## src/rtl/bcd_updown_counter_display_pkg.sv

```systemverilog
// Shared constants and digit helpers for the multi-digit BCD up/down counter with multiplexed display.
package bcd_disp_pkg;

  // Segments are active-low, ordered {g,f,e,d,c,b,a}
  localparam logic [6:0] SEG_BLANK = 7'h7F;
  localparam logic [3:0] BCD_MAX   = 4'd9;

  typedef struct packed {
    logic       carry;
    logic [3:0] digit;
  } bcd_step_t;

  // Counter width for a range of n values; never narrower than 1 bit
  function automatic int unsigned clog2(input int unsigned n);
    int unsigned w;
    w = 1;
    while ((64'd1 << w) < 64'(n)) w++;
    return w;
  endfunction

  function automatic bcd_step_t bcd_inc(input logic [3:0] d, input logic cin);
    bcd_step_t s;
    s = '0;
    if (!cin)              s.digit = d;
    else if (d == BCD_MAX) s.carry = 1'b1;
    else                   s.digit = d + 4'd1;
    return s;
  endfunction

  function automatic bcd_step_t bcd_dec(input logic [3:0] d, input logic bin);
    bcd_step_t s;
    s = '0;
    if (!bin) begin
      s.digit = d;
    end else if (d == 4'd0) begin
      s.carry = 1'b1;
      s.digit = BCD_MAX;
    end else begin
      s.digit = d - 4'd1;
    end
    return s;
  endfunction

  function automatic logic [6:0] bcd_seg(input logic [3:0] d);
    case (d)
      4'd0:    return 7'b1000000;
      4'd1:    return 7'b1111001;
      4'd2:    return 7'b0100100;
      4'd3:    return 7'b0110000;
      4'd4:    return 7'b0011001;
      4'd5:    return 7'b0010010;
      4'd6:    return 7'b0000010;
      4'd7:    return 7'b1111000;
      4'd8:    return 7'b0000000;
      4'd9:    return 7'b0010000;
      default: return SEG_BLANK;
    endcase
  endfunction

endpackage

```

## src/rtl/bcd_updown_counter_display_if.sv

```systemverilog
// Button inputs and counter/display outputs of the BCD counter, grouped as one bus.
interface bcd_disp_if #(
  parameter int unsigned DIGITS = 4
);
  logic                  pb_up;
  logic                  pb_down;
  logic                  pb_clr;
  logic [4*DIGITS-1:0]   count_bcd;
  logic                  wrap;
  logic [6:0]            display;
  logic [DIGITS-1:0]     anode;

  modport master (
    output pb_up, pb_down, pb_clr,
    input  count_bcd, wrap, display, anode
  );

  modport slave (
    input  pb_up, pb_down, pb_clr,
    output count_bcd, wrap, display, anode
  );
endinterface

```

## src/rtl/bcd_to_seven_segment_decoder.sv

```systemverilog
// Single BCD digit to active-low seven-segment pattern; non-BCD codes blank the digit.
module bcd_to_seven_segment_decoder
  import bcd_disp_pkg::*;
(
  input  logic [3:0] bcd,
  output logic [6:0] seg
);
  assign seg = bcd_seg(bcd);
endmodule

```

## src/rtl/bcd_updown_counter_display_debouncer.sv

```systemverilog
// Pushbutton conditioning: 2-FF synchronizer, stability counter, one-cycle pulse on accepted press.
module pb_debouncer
  import bcd_disp_pkg::*;
#(
  parameter int unsigned DEBOUNCE_CYCLES = 500000
) (
  input  logic clk,
  input  logic rst,
  input  logic pb,
  output logic press
);
  localparam int unsigned CNT_W = clog2(DEBOUNCE_CYCLES);

  logic [1:0]       sync_q;
  logic             level_q;
  logic [CNT_W-1:0] cnt_q;

  always_ff @(posedge clk) begin
    if (rst) begin
      sync_q  <= '0;
      level_q <= 1'b0;
      cnt_q   <= '0;
      press   <= 1'b0;
    end else begin
      sync_q <= {sync_q[0], pb};
      press  <= 1'b0;
      if (sync_q[1] != level_q) begin
        if (cnt_q == CNT_W'(DEBOUNCE_CYCLES - 1)) begin
          level_q <= sync_q[1];
          cnt_q   <= '0;
          press   <= sync_q[1];
        end else begin
          cnt_q <= cnt_q + 1'b1;
        end
      end else begin
        cnt_q <= '0;
      end
    end
  end
endmodule

```

## src/rtl/bcd_updown_counter_display.sv

```systemverilog
// Multi-digit BCD up/down/clear counter on debounced buttons with a multiplexed seven-segment output.
module bcd_updown_counter_display
  import bcd_disp_pkg::*;
#(
  parameter int unsigned DIGITS          = 4,
  parameter int unsigned DEBOUNCE_CYCLES = 500000,
  parameter int unsigned REFRESH_CYCLES  = 50000,
  parameter bit          BLANK_LZ        = 1'b1
) (
  input logic       clk,
  input logic       rst,
  bcd_disp_if.slave bus
);
  localparam int unsigned IDX_W = clog2(DIGITS);
  localparam int unsigned REF_W = clog2(REFRESH_CYCLES);
  localparam logic [DIGITS-1:0] ANODE_RST = ~DIGITS'(1);

  logic up_p, down_p, clr_p;

  pb_debouncer #(.DEBOUNCE_CYCLES(DEBOUNCE_CYCLES)) u_db_up (
    .clk(clk), .rst(rst), .pb(bus.pb_up), .press(up_p)
  );
  pb_debouncer #(.DEBOUNCE_CYCLES(DEBOUNCE_CYCLES)) u_db_down (
    .clk(clk), .rst(rst), .pb(bus.pb_down), .press(down_p)
  );
  pb_debouncer #(.DEBOUNCE_CYCLES(DEBOUNCE_CYCLES)) u_db_clr (
    .clk(clk), .rst(rst), .pb(bus.pb_clr), .press(clr_p)
  );

  logic [DIGITS-1:0][3:0] count_q, count_inc, count_dec;
  logic                   inc_wrap, dec_wrap, wrap_q;
  bcd_step_t              step;
  logic                   carry, borrow;

  // Ripple carry/borrow chains; a carry out of the top digit is the wrap condition
  always_comb begin
    step      = '0;
    carry     = 1'b1;
    borrow    = 1'b1;
    count_inc = '0;
    count_dec = '0;
    for (int unsigned i = 0; i < DIGITS; i++) begin
      step         = bcd_inc(count_q[i], carry);
      count_inc[i] = step.digit;
      carry        = step.carry;
      step         = bcd_dec(count_q[i], borrow);
      count_dec[i] = step.digit;
      borrow       = step.carry;
    end
    inc_wrap = carry;
    dec_wrap = borrow;
  end

  always_ff @(posedge clk) begin
    if (rst) begin
      count_q <= '0;
      wrap_q  <= 1'b0;
    end else begin
      wrap_q <= 1'b0;
      if (clr_p) begin
        count_q <= '0;
      end else if (up_p && !down_p) begin
        count_q <= count_inc;
        wrap_q  <= inc_wrap;
      end else if (down_p && !up_p) begin
        count_q <= count_dec;
        wrap_q  <= dec_wrap;
      end
    end
  end

  assign bus.count_bcd = count_q;
  assign bus.wrap      = wrap_q;

  logic [REF_W-1:0]  ref_q;
  logic              ref_tc;
  logic [IDX_W-1:0]  idx_q, idx_next;
  logic [DIGITS-1:0] blank;
  logic              upper_zero;
  int unsigned       di;
  logic [3:0]        sel_digit;
  logic [6:0]        seg_code, display_next, display_q;
  logic [DIGITS-1:0] anode_next, anode_q;

  assign ref_tc = (ref_q == REF_W'(REFRESH_CYCLES - 1));

  // Outputs are computed from the upcoming index so anode and segments switch with it
  always_comb begin
    idx_next = idx_q;
    if (ref_tc) idx_next = (idx_q == IDX_W'(DIGITS - 1)) ? '0 : idx_q + 1'b1;

    blank      = '0;
    upper_zero = 1'b1;
    di         = 0;
    for (int unsigned k = 0; k < DIGITS; k++) begin
      di         = DIGITS - 1 - k;
      upper_zero = upper_zero && (count_q[di] == 4'd0);
      if (BLANK_LZ && di != 0) blank[di] = upper_zero;
    end

    sel_digit  = count_q[idx_next];
    anode_next = '1;
    if (!blank[idx_next]) anode_next[idx_next] = 1'b0;
    display_next = blank[idx_next] ? SEG_BLANK : seg_code;
  end

  bcd_to_seven_segment_decoder u_dec (
    .bcd(sel_digit),
    .seg(seg_code)
  );

  always_ff @(posedge clk) begin
    if (rst) begin
      ref_q     <= '0;
      idx_q     <= '0;
      anode_q   <= ANODE_RST;
      display_q <= bcd_seg(4'd0);
    end else begin
      ref_q     <= ref_tc ? '0 : ref_q + 1'b1;
      idx_q     <= idx_next;
      anode_q   <= anode_next;
      display_q <= display_next;
    end
  end

  assign bus.anode   = anode_q;
  assign bus.display = display_q;
endmodule

```

## src/flat_wrapper.sv

```systemverilog
// flat-port wrapper written by rule: the top's interface ports become plain ports
module bcd_updown_counter_display_flat import bcd_disp_pkg::*;
#(
  parameter int unsigned DIGITS          = 4,
  parameter int unsigned DEBOUNCE_CYCLES = 500000,
  parameter int unsigned REFRESH_CYCLES  = 50000,
  parameter bit          BLANK_LZ        = 1'b1
)
  (clk, rst, bus_pb_up, bus_pb_down, bus_pb_clr, bus_count_bcd, bus_wrap, bus_display, bus_anode);
  bcd_disp_if #(.DIGITS(DIGITS)) bus_i ();
  input logic clk;
  input logic rst;
  input wire logic [$bits(bus_i.pb_up)-1:0] bus_pb_up;
  input wire logic [$bits(bus_i.pb_down)-1:0] bus_pb_down;
  input wire logic [$bits(bus_i.pb_clr)-1:0] bus_pb_clr;
  output wire logic [$bits(bus_i.count_bcd)-1:0] bus_count_bcd;
  output wire logic [$bits(bus_i.wrap)-1:0] bus_wrap;
  output wire logic [$bits(bus_i.display)-1:0] bus_display;
  output wire logic [$bits(bus_i.anode)-1:0] bus_anode;
  assign bus_i.pb_up = bus_pb_up;
  assign bus_i.pb_down = bus_pb_down;
  assign bus_i.pb_clr = bus_pb_clr;
  assign bus_count_bcd = bus_i.count_bcd;
  assign bus_wrap = bus_i.wrap;
  assign bus_display = bus_i.display;
  assign bus_anode = bus_i.anode;
  bcd_updown_counter_display #(.DIGITS(DIGITS), .DEBOUNCE_CYCLES(DEBOUNCE_CYCLES), .REFRESH_CYCLES(REFRESH_CYCLES), .BLANK_LZ(BLANK_LZ)) u_core (.clk(clk), .rst(rst), .bus(bus_i));
endmodule
```

## config.mk

```make
export PLATFORM = sky130hd
export DESIGN_NAME = bcd_updown_counter_display_flat
export DESIGN_NICKNAME = d
export VERILOG_FILES = /design/src/rtl/bcd_updown_counter_display_pkg.sv /design/src/rtl/bcd_updown_counter_display_if.sv /design/src/rtl/bcd_to_seven_segment_decoder.sv /design/src/rtl/bcd_updown_counter_display_debouncer.sv /design/src/rtl/bcd_updown_counter_display.sv /design/src/flat_wrapper.sv
export SDC_FILE = /design/constraint.sdc
export NUM_CORES = 1
export LEC_CHECK = 0
export CORE_UTILIZATION = 50
export CTS_CLUSTER_SIZE = 30
export DETAILED_ROUTE_END_ITERATION = 8
export GPL_TIMING_DRIVEN = 0
export HOLD_SLACK_MARGIN = 0.06
export PLACE_DENSITY = 0.81
export SYNTH_ARGS = -nofsm -noshare
export SYNTH_HDL_FRONTEND = slang
export SYNTH_SLANG_ARGS = --single-unit
```

## constraint.sdc

```tcl
create_clock -name clk -period 2.32 [get_ports clk]
set_input_delay 0.232 -clock clk [delete_from_list [all_inputs] [get_ports clk]]
set_output_delay 0.232 -clock clk [all_outputs]
set_load 0.02 [all_outputs]
```

==> results.cfg, run 1 <==
[status]
outcome = complete, but fails checks
violations = setup timing

[placed_design]
gp_congestion = 0.917
placed_cell_area_sq_mm = 0.00613
io_buffer_count = 32
dp_hpwl_mm = 8.55
dp_cells = 816

[route]
ant_nets = 0
wl_per_cell_um = 15.9
drt_iter0_drc = 313
vias_per_cell = 5.70
firstDrtPassIters = 6
route.detailed.drc = 0
via_count = 4868
drt_wl_total_mm = 13.6

[clock_network]
clk_pin_slew_ns = 0.06
ctsRootBufferMaster = clkbuf_8
cts_tree = done
cts_sinks = 115
clk_latency_ns = 0.52
numCtsBuffers = 17
cts_hold_buf = 0
cts_max_path_buffers = 2
cts-htree-levels = 4

[timing]
worst_pin_slew_ns = 0.599
rsz0062_at_grt = yes
fmax_ghz = 0.409
fin_worst_skew_ns = 0.00884
setup_viol = 7
maxSlewViolCount = 0
fin_crit_sh = 1.05
setup_tns_ns = -0.723
timing.final.ws_setup_ns = -0.124
finalHoldViolations = 0
fin_crit_ns = 2.44
relSlewSlack = 0.597

[logic_synthesis]
yosysUniqueCellTypes = 59
synth.avg_cell_area_sq_um = 8.66
synth-warning-count = 0
synthAdderAreaFrac = 0.0269
syn_nets = 661
synth-edff-count = 0
synth_flop_cell = dfxtp_1
synth_cells = 644
yosysSeqAreaShare = 0.413
synth-compound-area-share = 0.0768
syn-cell-area_sq_mm = 0.00557
synth_mux_area_frac = 0.0503
synthXorXnorAreaFrac = 0.113
synth-simple-area-share = 0.283
async_reset_ff_frac = 0
ys_ff_latch = 115
synth_top_family_by_area = simple AND/OR/NAND/NOR gates

[final_layout]
layout.nets = 718
layout_common_cells = nor2_1 (119), dfxtp_1 (107), nand3_1 (38)
n_antenna_cell = 0
mostFrequentLayoutCell = nor2_1
fin_area_sq_mm = 0.00702
drive_gt1_frac = 0.157
fill_cells = 805
finalNonFillerCells = 854
flow.area_growth_from_synthesis_pct = 25.9

[critical_path]
worst_setup_path_start_kind = flop
worstSetupEndpointType = flop
crit_start = u_core.ref_q[1]
worstPathRequired_ns = 2.77
crit_fanout = 7
timing.rr.start = u_core.ref_q[1]
crit_type = flop to flop
arrival_ns = 2.90

[floorplan]
die_w_um = 108
fp-row-count = 38
ios = 33
initial_core_util = 0.514
die_area_sq_mm = 0.0116
coreArea_sq_mm = 0.0108
die_h_um = 108

[grt]
overflow = 0
grt_max_degree = 17
grt_antenna_before_repair = 0
grt_pass1_vias = 4608
grt_pass1_wl_mm = 21.9
track_usage = 0.240

[power_and_ir_drop]
ir_drop_uv = 512
swShare = 0.214
p_leak_nw = 2.46
pwr-share-clk = 0.563
p_sw_mw = 1.01
total_power_mw = 4.71
power_density_mw_per_mm2 = 672
p_int_mw = 3.71
pwr-share-seq = 0.423
combPwrFrac = 0.014

[worst_hold_path]
hold_start = bus_pb_down
hp-class = primary input to flop

[job]
max_cap_violations = 0
registers in the layout, summed over array words and instances, names as in the netlist:
register	cells
u_core.u_db_up.cnt_q	19
u_core.u_db_clr.level_q	1
u_core.bus.wrap	1
u_core.u_db_clr.cnt_q	19
u_core.u_db_down.cnt_q	19
u_core.bus.display	7
u_core.u_db_down.press	1
u_core.bus.count_bcd	16
u_core.idx_q	2
u_core.u_db_up.sync_q	2
u_core.ref_q	16
u_core.u_db_clr.sync_q	2
u_core.u_db_down.level_q	1
u_core.u_db_up.level_q	1
u_core.bus.anode	4
u_core.u_db_up.press	1
u_core.u_db_down.sync_q	2
u_core.u_db_clr.press	1
kinds of logic after synthesis:
logic type,after synthesis
simple gates,306
mux,23
flops,115
compound gates,66
fa+ha+maj,12
buf+inv,50
xor+xnor,72
power by group through the flow:
stage / sequential, mW / combinational [mW] / clock, mW
3_3_place_gp: 2.04 / 0.0581 / 0
6_report: 1.99 / 0.0665 / 2.65
4_1_cts: 2.00 / 0.0629 / 2.66
3_5_place_dp: 2.04 / 0.0601 / 0
2_1_floorplan: 2.04 / 0.0378 / 0
5_1_grt: 1.99 / 0.0729 / 2.77
synthesized netlist by cell type (5+ instances only):
cell type / count / area share
nor2b_1: 12 / 0.013
nor3_1: 9 / 0.0081
dfxtp_1: 115 / 0.41
nor4_1: 12 / 0.013
nand2b_1: 6 / 0.0067
nor2_1: 121 / 0.081
and4_1: 7 / 0.011
xnor2_1: 37 / 0.058
nand4_1: 11 / 0.012
ha_1: 12 / 0.027
nand2_1: 33 / 0.022
and3_1: 16 / 0.018
nand3_1: 38 / 0.034
or3_1: 11 / 0.012
buf_2: 6 / 0.0054
o21ai_0: 19 / 0.017
a211oi_1: 5 / 0.0067
inv_1: 16 / 0.011
xor2_1: 35 / 0.055
a21oi_1: 18 / 0.016
a31oi_1: 5 / 0.0056
mux2i_1: 15 / 0.027
clkbuf_1: 22 / 0.015
layout make-up:
type	count	area (sq um)	share of cell area
Sequential cell	115	2310	0.330
Inverter	16	60.1	0.00856
Timing Repair Buffer	44	414	0.0590
Clock buffer	20	445	0.0635
Tap cell	140	175	0.0250
Multi-Input combinational cell	479	3320	0.473
Buffer	28	133	0.0189
Clock inverter	12	154	0.0219
worst paths after layout:
path / slack [ns] / cells after the start / end
min: 0.35 / 2 / u_core.u_db_down.sync_q[0]
max: -0.12 / 11 / u_core.bus.display[4]
max reg2reg: -0.12 / 11 / u_core.bus.display[4]
min reg2reg: 0.44 / 1 / u_core.ref_q[0]
per-stage QoR:
step | hold slack [ns] | setup WS (ns) | util
finish | 0.347 | -0.124 | 0.647
global route | 0.329 | -0.256 | 0.647
CTS | 0.340 | -0.0888 | 0.635
detailed placement | 0.430 | -0.339 | 0.565
global placement | 0.426 | -0.294 | 0.565
floorplan | 0.360 | -0.0832 | -
routing by layer:
layer | global-route usage | vias up | routed length (um)
met5 | 0 | - | 0
met4 | 0.0744 | 0 | 267
met3 | 0.0630 | 30 | 752
met2 | 0.407 | 170 | 6980
met1 | 0.295 | 2321 | 5570
li1 | - | 2347 | -
critical path, stage by stage, from the launching register on:
cell and delay [ns]:
dfxtp_2 0.35, ha_4 0.14, and3_4 0.22, nand4_4 0.16, mux2i_4 0.24, buf_6 0.18
mux2i_4 0.27, mux2i_4 0.12, buf_4 0.16, ha_4 0.15, mux2_4 0.27, a21oi_2 0.12
what timing repair did:
| action | 4_1_cts | 5_1_grt |
|---|---|---|
| resized for setup | 25 | 28 |
| setup endpoints to repair | 45 | 41 |
| pin swaps | 5 | 9 |
| setup buffers | 10 | 2 |
Note: power is estimated with default switching activity, not from simulation.
==> run 2: changes to the inputs <==
CORE_MARGIN = 10   (was default)
HOLD_SLACK_MARGIN = 0.15   (was 0.06)
==> run 2 against run 1 <==
  * The flow still finishes with violations (setup timing)
  * Wire length decreased by 2.6%
  * Cell count is 0.23% higher
  * First-iteration DRC count decreased by 12%
  * Power down 8.6%
  * Die area rose by 36%
  * Register-to-register slack worse by 0.099 ns
  * Largest power group unchanged
==> results.cfg, run 2 (same netlist as run 1, synthesis figures left out) <==
[placed_design]
dp_slack_ns = -0.370
dp_cells = 816
dp_hpwl_mm = 8.40
io_buffer_count = 32
gp_congestion = 0.878

[critical_path]
worstSetupEndpointType = flop
worstPathRequired_ns = 2.72
crit_start = u_core.ref_q[10]
timing.rr.end = u_core.bus.display[0]
reg2reg_depth = 10
path_buf_inv = 3
arrival_ns = 2.94
crit_cells = 10
timing.rr.start = u_core.ref_q[10]
worst_setup_path_start_kind = flop
crit_family = multiplexers
worst_path_largest_cell_delay_ns = 0.35
crit_type = flop to flop
cp_cell_sequence = nor4b_4 -> nand4_4 -> buf_12 -> mux2i_4 -> buf_4 -> mux2i_4 -> inv_2 -> ha_4 -> a211oi_4 -> a21oi_1
crit_path_frequent_cell = mux2i_4
cpMaxStageDelayCell = dfxtp_4
r2r_slack_ns = -0.22
crit_fanout = 5
crit_end = u_core.bus.display[0]

[route]
firstDrtPassIters = 5
wl_per_cell_um = 15.4
ant_nets = 0
drt_wl_total_mm = 13.2
vias_per_cell = 5.56
drt_iter0_drc = 276
route.detailed.drc = 0
via_count = 4758

[status]
outcome = complete, but fails checks
violations = setup timing

[floorplan]
coreArea_sq_mm = 0.0109
die_h_um = 126
fp-row-count = 38
die_area_sq_mm = 0.0158
initial_core_util = 0.512
ios = 33
die_w_um = 126

[power_and_ir_drop]
ir_drop_uv = 348
power_density_mw_per_mm2 = 619
total_power_mw = 4.31
p_leak_nw = 2.46

[grt]
grt_pass1_vias = 4688
track_usage = 0.159
grt_antenna_before_repair = 0
overflow = 0
grt_max_degree = 17
grt_pass1_wl_mm = 21.5

[final_layout]
mostFrequentLayoutCell = nor2_1
drive_gt1_frac = 0.155
largest_registers = u_core.u_db_clr.cnt_q x19, u_core.u_db_down.cnt_q x19, u_core.u_db_up.cnt_q x19
utilization = 0.639
layout.nets = 724
n_antenna_cell = 0
finalNonFillerCells = 856
fill_cells = 816
layout_common_cells = nor2_1 (119), dfxtp_1 (107), nand3_1 (38)
flow.area_growth_from_synthesis_pct = 24.8

[timing]
relSlewSlack = 0.579
fin_crit_sh = 1.10
maxSlewViolCount = 0
timing.final.ws_setup_ns = -0.223
fin_crit_ns = 2.54
fmax_ghz = 0.393
rsz0062_at_grt = yes
whs_ns = 0.301
finalHoldViolations = 0
fin_worst_skew_ns = 0.00772
setup_viol = 7
worst_pin_slew_ns = 0.626

[job]
max_cap_violations = 0

[clock_network]
ctsRootBufferMaster = clkbuf_8
cts_sinks = 115
cts_tree = done
cts_hold_buf = 0
clk_pin_slew_ns = 0.06
clk_latency_ns = 0.52
cts_max_path_buffers = 2
numCtsBuffers = 17
cts-htree-levels = 4

[worst_hold_path]
hp-class = primary input to flop
## run 2: cell types whose count changed in the layout (fill, tap and decap cells not counted), sizes merged
cell and delta:
bufinv -2, inv -2, clkbuf +4, clkinv +1
buf +3, clkinvlp -2
## run 2: layout make-up
type / count / area, sq um / share of cell area
plain buffers: 29 / 138 / 0.0198
inverters: 16 / 60.1 / 0.00863
clock inverters: 7 / 62.6 / 0.00899
repair buffers: 49 / 480 / 0.0691
clock buffers: 21 / 439 / 0.0631
multi-input cells: 479 / 3290 / 0.472
well taps: 140 / 175 / 0.0252
flip-flops and latches: 115 / 2320 / 0.333
## run 2: worst register-to-register path: cells and delay by family (launching register included)
family,cells,cell delay (ns)
buffers and inverters,3,0.47
muxes,2,0.54
DFF,1,0.35
AOI/OAI and AO/OA,2,0.36
and+or+nand+nor,2,0.52
adders and majority gates,1,0.18
## run 2: how the worst min path moves through the flow
| stage | start | endpoint | slack (ns) | depth (start not counted) |
|---|---|---|---|---|
| after detailed placement | u_core.u_db_down.sync_q[0] | u_core.u_db_down.sync_q[1] | 0.43 | 1 |
| after floorplan | bus_pb_clr | u_core.u_db_clr.sync_q[0] | 0.36 | 1 |
| after global placement | u_core.u_db_down.sync_q[0] | u_core.u_db_down.sync_q[1] | 0.42 | 1 |
| after global routing | bus_pb_up | u_core.u_db_up.sync_q[0] | 0.29 | 2 |
| final | bus_pb_up | u_core.u_db_up.sync_q[0] | 0.30 | 2 |
| after CTS | bus_pb_up | u_core.u_db_up.sync_q[0] | 0.29 | 2 |
## run 2: metrics by stage
step / setup TNS, ns / instance area [sq um]
2_1_floorplan: -0.236 / 5630
3_3_place_gp: -4.32 / 6130
3_5_place_dp: -6.29 / 6130
4_1_cts: -0.263 / 6830
5_1_grt: -1.69 / 6960
6_report: -1.10 / 6960
## run 2: per-layer routing
layer  vias to the layer above  global-route usage  wire, um
li1                       2346                   -         -
met1                      2255               0.179      5690
met2                       132               0.275      6620
met3                        25              0.0465       652
met4                         0              0.0657       255
met5                         -                   0         0
## run 2: where the power goes
part	switching [mW]	internal (mW)	leakage, nW
logic	0.0399	0.0258	1.28
clock network	0.839	1.41	0.249
registers	0.00786	1.99	0.932
## run 2: repair_timing
item                       CTS  global route
hold endpoints to repair     0             0
setup buffers               12             5
setup endpoints to repair   42            51
gates resized for setup     27            25
pin swaps                    7             9
==> run 3: changes to the inputs <==
CORE_MARGIN = 5   (was 10)
==> run 3 against run 2 <==
  * The flow still finishes with violations (setup timing)
  * Non-clock buffer count grew 4
  * Critical path type unchanged
  * First-iteration DRC count grew 26%
  * Clock skew grew 0.0024 ns
  * Highest routed layer unchanged
  * Largest power group unchanged
  * Sequential share of layout area shrank 0.54 points
  * Worst hold slack gained 0.037 ns
  * Sequential cell count is the same
==> results.cfg, run 3 (same netlist as run 1, synthesis figures left out) <==
[status]
outcome = complete, but fails checks
violations = setup timing

[timing]
fin_crit_ns = 2.56
fin_worst_skew_ns = 0.0101
setup_viol = 8
maxSlewViolCount = 0
rsz0062_at_grt = yes
relSlewSlack = 0.581
fin_crit_sh = 1.10
fmax_ghz = 0.391
whs_ns = 0.338
timing.final.ws_setup_ns = -0.239
finalHoldViolations = 0
worst_pin_slew_ns = 0.628

[floorplan]
ios = 33
die_area_sq_mm = 0.0134
fp-row-count = 38
die_w_um = 116
die_h_um = 116
coreArea_sq_mm = 0.0109
initial_core_util = 0.512

[route]
drt_iter0_drc = 347
drt_wl_total_mm = 13.7
wl_per_cell_um = 15.9
vias_per_cell = 5.59
ant_nets = 0
via_count = 4828
firstDrtPassIters = 5
route.detailed.drc = 0

[critical_path]
worstPathRequired_ns = 2.73
crit_fanout = 7
r2r_slack_ns = -0.24
crit_type = flop to flop
timing.rr.end = u_core.bus.display[6]
arrival_ns = 2.96
worstSetupEndpointType = flop
reg2reg_depth = 10
timing.rr.start = u_core.ref_q[11]
worst_setup_path_start_kind = flop

[grt]
grt_pass1_wl_mm = 22.7
grt_antenna_before_repair = 0
overflow = 0
grt_pass1_vias = 4864
grt_max_degree = 17
track_usage = 0.213

[placed_design]
gp_congestion = 0.902
dp_hpwl_mm = 8.42
io_buffer_count = 32

[worst_hold_path]
holdPathEnd = u_core.u_db_down.sync_q[0]
whs_path_depth = 2
hp-class = primary input to flop
hold_start = bus_pb_down

[clock_network]
ctsRootBufferMaster = clkbuf_8
cts-htree-levels = 4
clk_pin_slew_ns = 0.06
cts_hold_buf = 0
clk_latency_ns = 0.52
numCtsBuffers = 17
cts_sinks = 115
cts_tree = done
cts_max_path_buffers = 2

[power_and_ir_drop]
total_power_mw = 4.51
ir_drop_uv = 410
power_density_mw_per_mm2 = 640
p_leak_nw = 2.51

[final_layout]
largest_registers = u_core.u_db_clr.cnt_q x19, u_core.u_db_down.cnt_q x19, u_core.u_db_up.cnt_q x19
mostFrequentLayoutCell = nor2_1
layout_common_cells = nor2_1 (118), dfxtp_1 (109), nand3_1 (38)
layout.nets = 728
drive_gt1_frac = 0.154
flow.area_growth_from_synthesis_pct = 26.5
n_antenna_cell = 0

[job]
max_cap_violations = 0
-- run 3: cell types whose count changed in the layout (fill, tap and decap cells not counted), sizes merged --
cell	delta
clkinvlp	-1
buf	+4
clkinv	-2
clkbuf	+6
-- run 3: metal layers --
layer	up-vias	track usage	wire length [um]
met5	-	0	0
met4	0	0.106	476
met2	154	0.370	6840
li1	2357	-	-
met1	2277	0.239	5700
met3	40	0.0616	733
-- run 3: final cells by class --
type | count | area, sq um
timing repair buffer | 53 | 493
clock buffer | 27 | 512
multi-input combinational | 479 | 3310
tap | 140 | 175
fill | 830 | 3840
clock inverter | 4 | 45.0
sequential | 115 | 2310
inverter | 16 | 60.1
buffer | 29 | 141
-- run 3: critical path, stage by stage (launching register included) --
cell	delay, ns
dfxtp_2	0.34
nor4b_4	0.32
nand4_4	0.21
mux2i_4	0.24
buf_6	0.15
mux2i_4	0.19
mux2i_4	0.26
buf_6	0.17
ha_1	0.18
inv_1	0.10
a32oi_2	0.28
-- run 3: stage by stage --
stage                      util  instances  cell area, sq um  setup slack (ns)  setup TNS [ns]
after floorplan               -        644              5630           -0.0832          -0.236
after global placement    0.563        816              6130            -0.288           -4.20
after detailed placement  0.563        816              6130            -0.377           -6.64
after CTS                 0.636        857              6920            -0.155          -0.745
after global routing      0.647        863              7050            -0.319           -2.42
final                     0.647        863              7050            -0.239           -1.22
-- run 3: worst max-delay path by stage --
stage | startpoint | to | slack [ns] | depth (start not counted)
after CTS | u_core.ref_q[7] | u_core.bus.display[0] | -0.15 | 10
after floorplan | u_core.ref_q[0] | u_core.bus.display[4] | -0.08 | 13
after detailed placement | u_core.u_db_up.cnt_q[0] | u_core.u_db_up.cnt_q[17] | -0.38 | 9
after global placement | u_core.u_db_up.cnt_q[0] | u_core.u_db_up.cnt_q[16] | -0.29 | 9
final | u_core.ref_q[11] | u_core.bus.display[6] | -0.24 | 10
after global routing | u_core.ref_q[7] | u_core.bus.display[0] | -0.32 | 10
-- run 3: repair_timing --
item                       in CTS  in global routing
setup endpoints to repair      52                 50
buffers inserted               13                  8
pin swaps                      11                  2
resized for setup              34                 17
-- run 3: power by group --
group | internal, mW | switching, mW | total (mW)
registers | 1.99 | 0.00915 | 2.00
logic | 0.0294 | 0.0454 | 0.0748
clock network | 1.58 | 0.860 | 2.44
==> edit (flow settings as in run 2) <==
`BLANK_LZ` is set to 1'b1 in 2 places; all go to 1'b0.
--- a/src/rtl/bcd_updown_counter_display.sv
+++ b/src/rtl/bcd_updown_counter_display.sv
@@ -6,5 +6,5 @@
   parameter int unsigned DEBOUNCE_CYCLES = 500000,
   parameter int unsigned REFRESH_CYCLES  = 50000,
-  parameter bit          BLANK_LZ        = 1'b1
+  parameter bit          BLANK_LZ        = 1'b0
 ) (
   input logic       clk,
--- a/src/flat_wrapper.sv
+++ b/src/flat_wrapper.sv
@@ -5,5 +5,5 @@
   parameter int unsigned DEBOUNCE_CYCLES = 500000,
   parameter int unsigned REFRESH_CYCLES  = 50000,
-  parameter bit          BLANK_LZ        = 1'b1
+  parameter bit          BLANK_LZ        = 1'b0
 )
   (clk, rst, bus_pb_up, bus_pb_down, bus_pb_clr, bus_count_bcd, bus_wrap, bus_display, bus_anode);
Check against the original RTL: no difference found for any inputs over 10 cycles, from zero or initial values and one cycle with rst high; that may be too few to reach the edited logic, so the function may still have changed.
==> edit against run 2 <==
The flow still finishes with violations (negative setup slack); non-clock buffer count up 5; cell area decreased by 1.5%; core utilization rose by 2.2 points; sequential cell count unchanged; worst setup slack got worse by 0.38 ns; first-iteration DRC count up 37%; wire length is 1.3% lower; clock power is 31% higher; area after synthesis decreased by 4.4%; total power up 16%.
==> edit: results (changes against run 2) <==
Flip-flop and latch count = 115 (unchanged)
Fin util = 66.1% (was 63.9%)
Synth top area cells = dfxtp_1, xor2_1, nor2_1, xnor2_1, nand2_1 (was dfxtp_1, nor2_1, xnor2_1, xor2_1, nand3_1)
Leakage = 2.46 nW (about the same)
Nonclk buf count = 83 (was 78)
Peak supply drop = 426 uV (was 348 uV)
Post-Place Setup Slack = -0.787 ns (was -0.370 ns)
Combinational share of power = 1.1% (was 1.5%)
Setup WS post-layout = -0.600 ns (was -0.223 ns)
Top post-synthesis cells by count = dfxtp_1, nor2_1, nand2_1, xor2_1, nand3_1 (was nor2_1, dfxtp_1, nand3_1, xnor2_1, xor2_1)
Clock power share = 58.9% (was 52.2%)
Worst slew pin tran = 0.523 ns (was 0.626 ns)
Logic power comb = 0.0000554 W (was 0.0000657 W)
Sequential area share after synthesis = 43.2% (was 41.3%)
Mapped Cells = 639 (was 644)
Worst Path Arrival = 3.36 ns (was 2.94 ns)
Crit-path max FO = 6 (was 5)
Fraction of area in non-clock buffers = 9.66% (was 8.88%)
Critical path's top delay family = simple AND/OR/NAND/NOR gates (was multiplexers)
HPWL Detailed = 8140 um (was 8400 um)
Initial detailed-routing violation count = 379 (was 276)
Crit-path max cell delay = 0.56 ns (was 0.35 ns)
Gpl congestion = 0.868 (was 0.878)
Status = finished with violations (unchanged)
FF-to-FF path depth = 8 (was 10)
Dpl cells = 807 (was 816)
Final wirelength = 13000 um (was 13200 um)
Synth unique cells = 56 (was 59)
CTS-repair resized insts = 30 (was 27)
Worst-Skew Late Latency = 0.52 ns (about the same)
CP max stage cell = or4bb_4 (was dfxtp_4)
Critical R2R Launch = u_core.ref_q[13]$_SDFF_PP0_ (was u_core.ref_q[10]$_SDFF_PP0_)
WHS = 0.266 ns (was 0.301 ns)
GRT Total Usage = 17.6% (was 15.9%)
Multi-input logic cell count = 476 (was 479)
Multi-input combinational area share = 43.4% (was 47.2%)
Buffer count from post-CTS setup fixing = 18 (was 12)
Vias in the first global route = 4754 (was 4688)
Final setup fails = 7 (unchanged)
Final Net Count = 722 (was 724)
Layout cells sized above 1 = 15.7% (was 15.5%)
First-pass GRT wire length = 21900 um (was 21500 um)
NetSw = 0.000945 W (was 0.000887 W)
Area post-placement = 5880 um2 (was 6130 um2)
Std-Cell Rows = 37 (was 38)
Clk tree area frac = 9.64% (was 7.21%)
Syn Nets = 652 (was 661)
Vias post-DR = 4853 (was 4758)
Failing checks = negative setup slack (unchanged)
Setup TNS = -3.45 ns (was -1.10 ns)
-- edit: cell count changes in the layout (fill, tap and decap cells not counted), sizes merged, moves of 5 or more --
cell,change
buf,+7
bufinv,+5
mux2i,-9
nand2,+21
nand2b,-5
nor2,-12
nor3,+9
o21ai,+11
o31ai,-5
xnor2,-13
xor2,+12
-- edit: routing by layer --
metal / global-route usage (%) / share of wire [%] / up-vias
met4: 7.35 / 2.1 / 0
met3: 5.47 / 6.4 / 34
li1: - / - / 2331
met2: 30.3 / 51 / 150
met1: 19.8 / 41 / 2338
met5: 0 / 0 / -
-- edit: cells by family (layout without fill, tap and decap cells) --
| kind of cell | count (synthesis) | after routing | synth area share, % |
|---|---|---|---|
| adders and majority gates | 8 | 8 | 1.88 |
| AOI/OAI and AO/OA | 77 | 77 | 8.50 |
| DFF | 115 | 115 | 43.2 |
| buffers and inverters | 49 | 129 | 3.52 |
| muxes | 13 | 14 | 2.65 |
| and+or+nand+nor | 306 | 306 | 28.5 |
| xor gates and xnor gates | 71 | 71 | 11.7 |
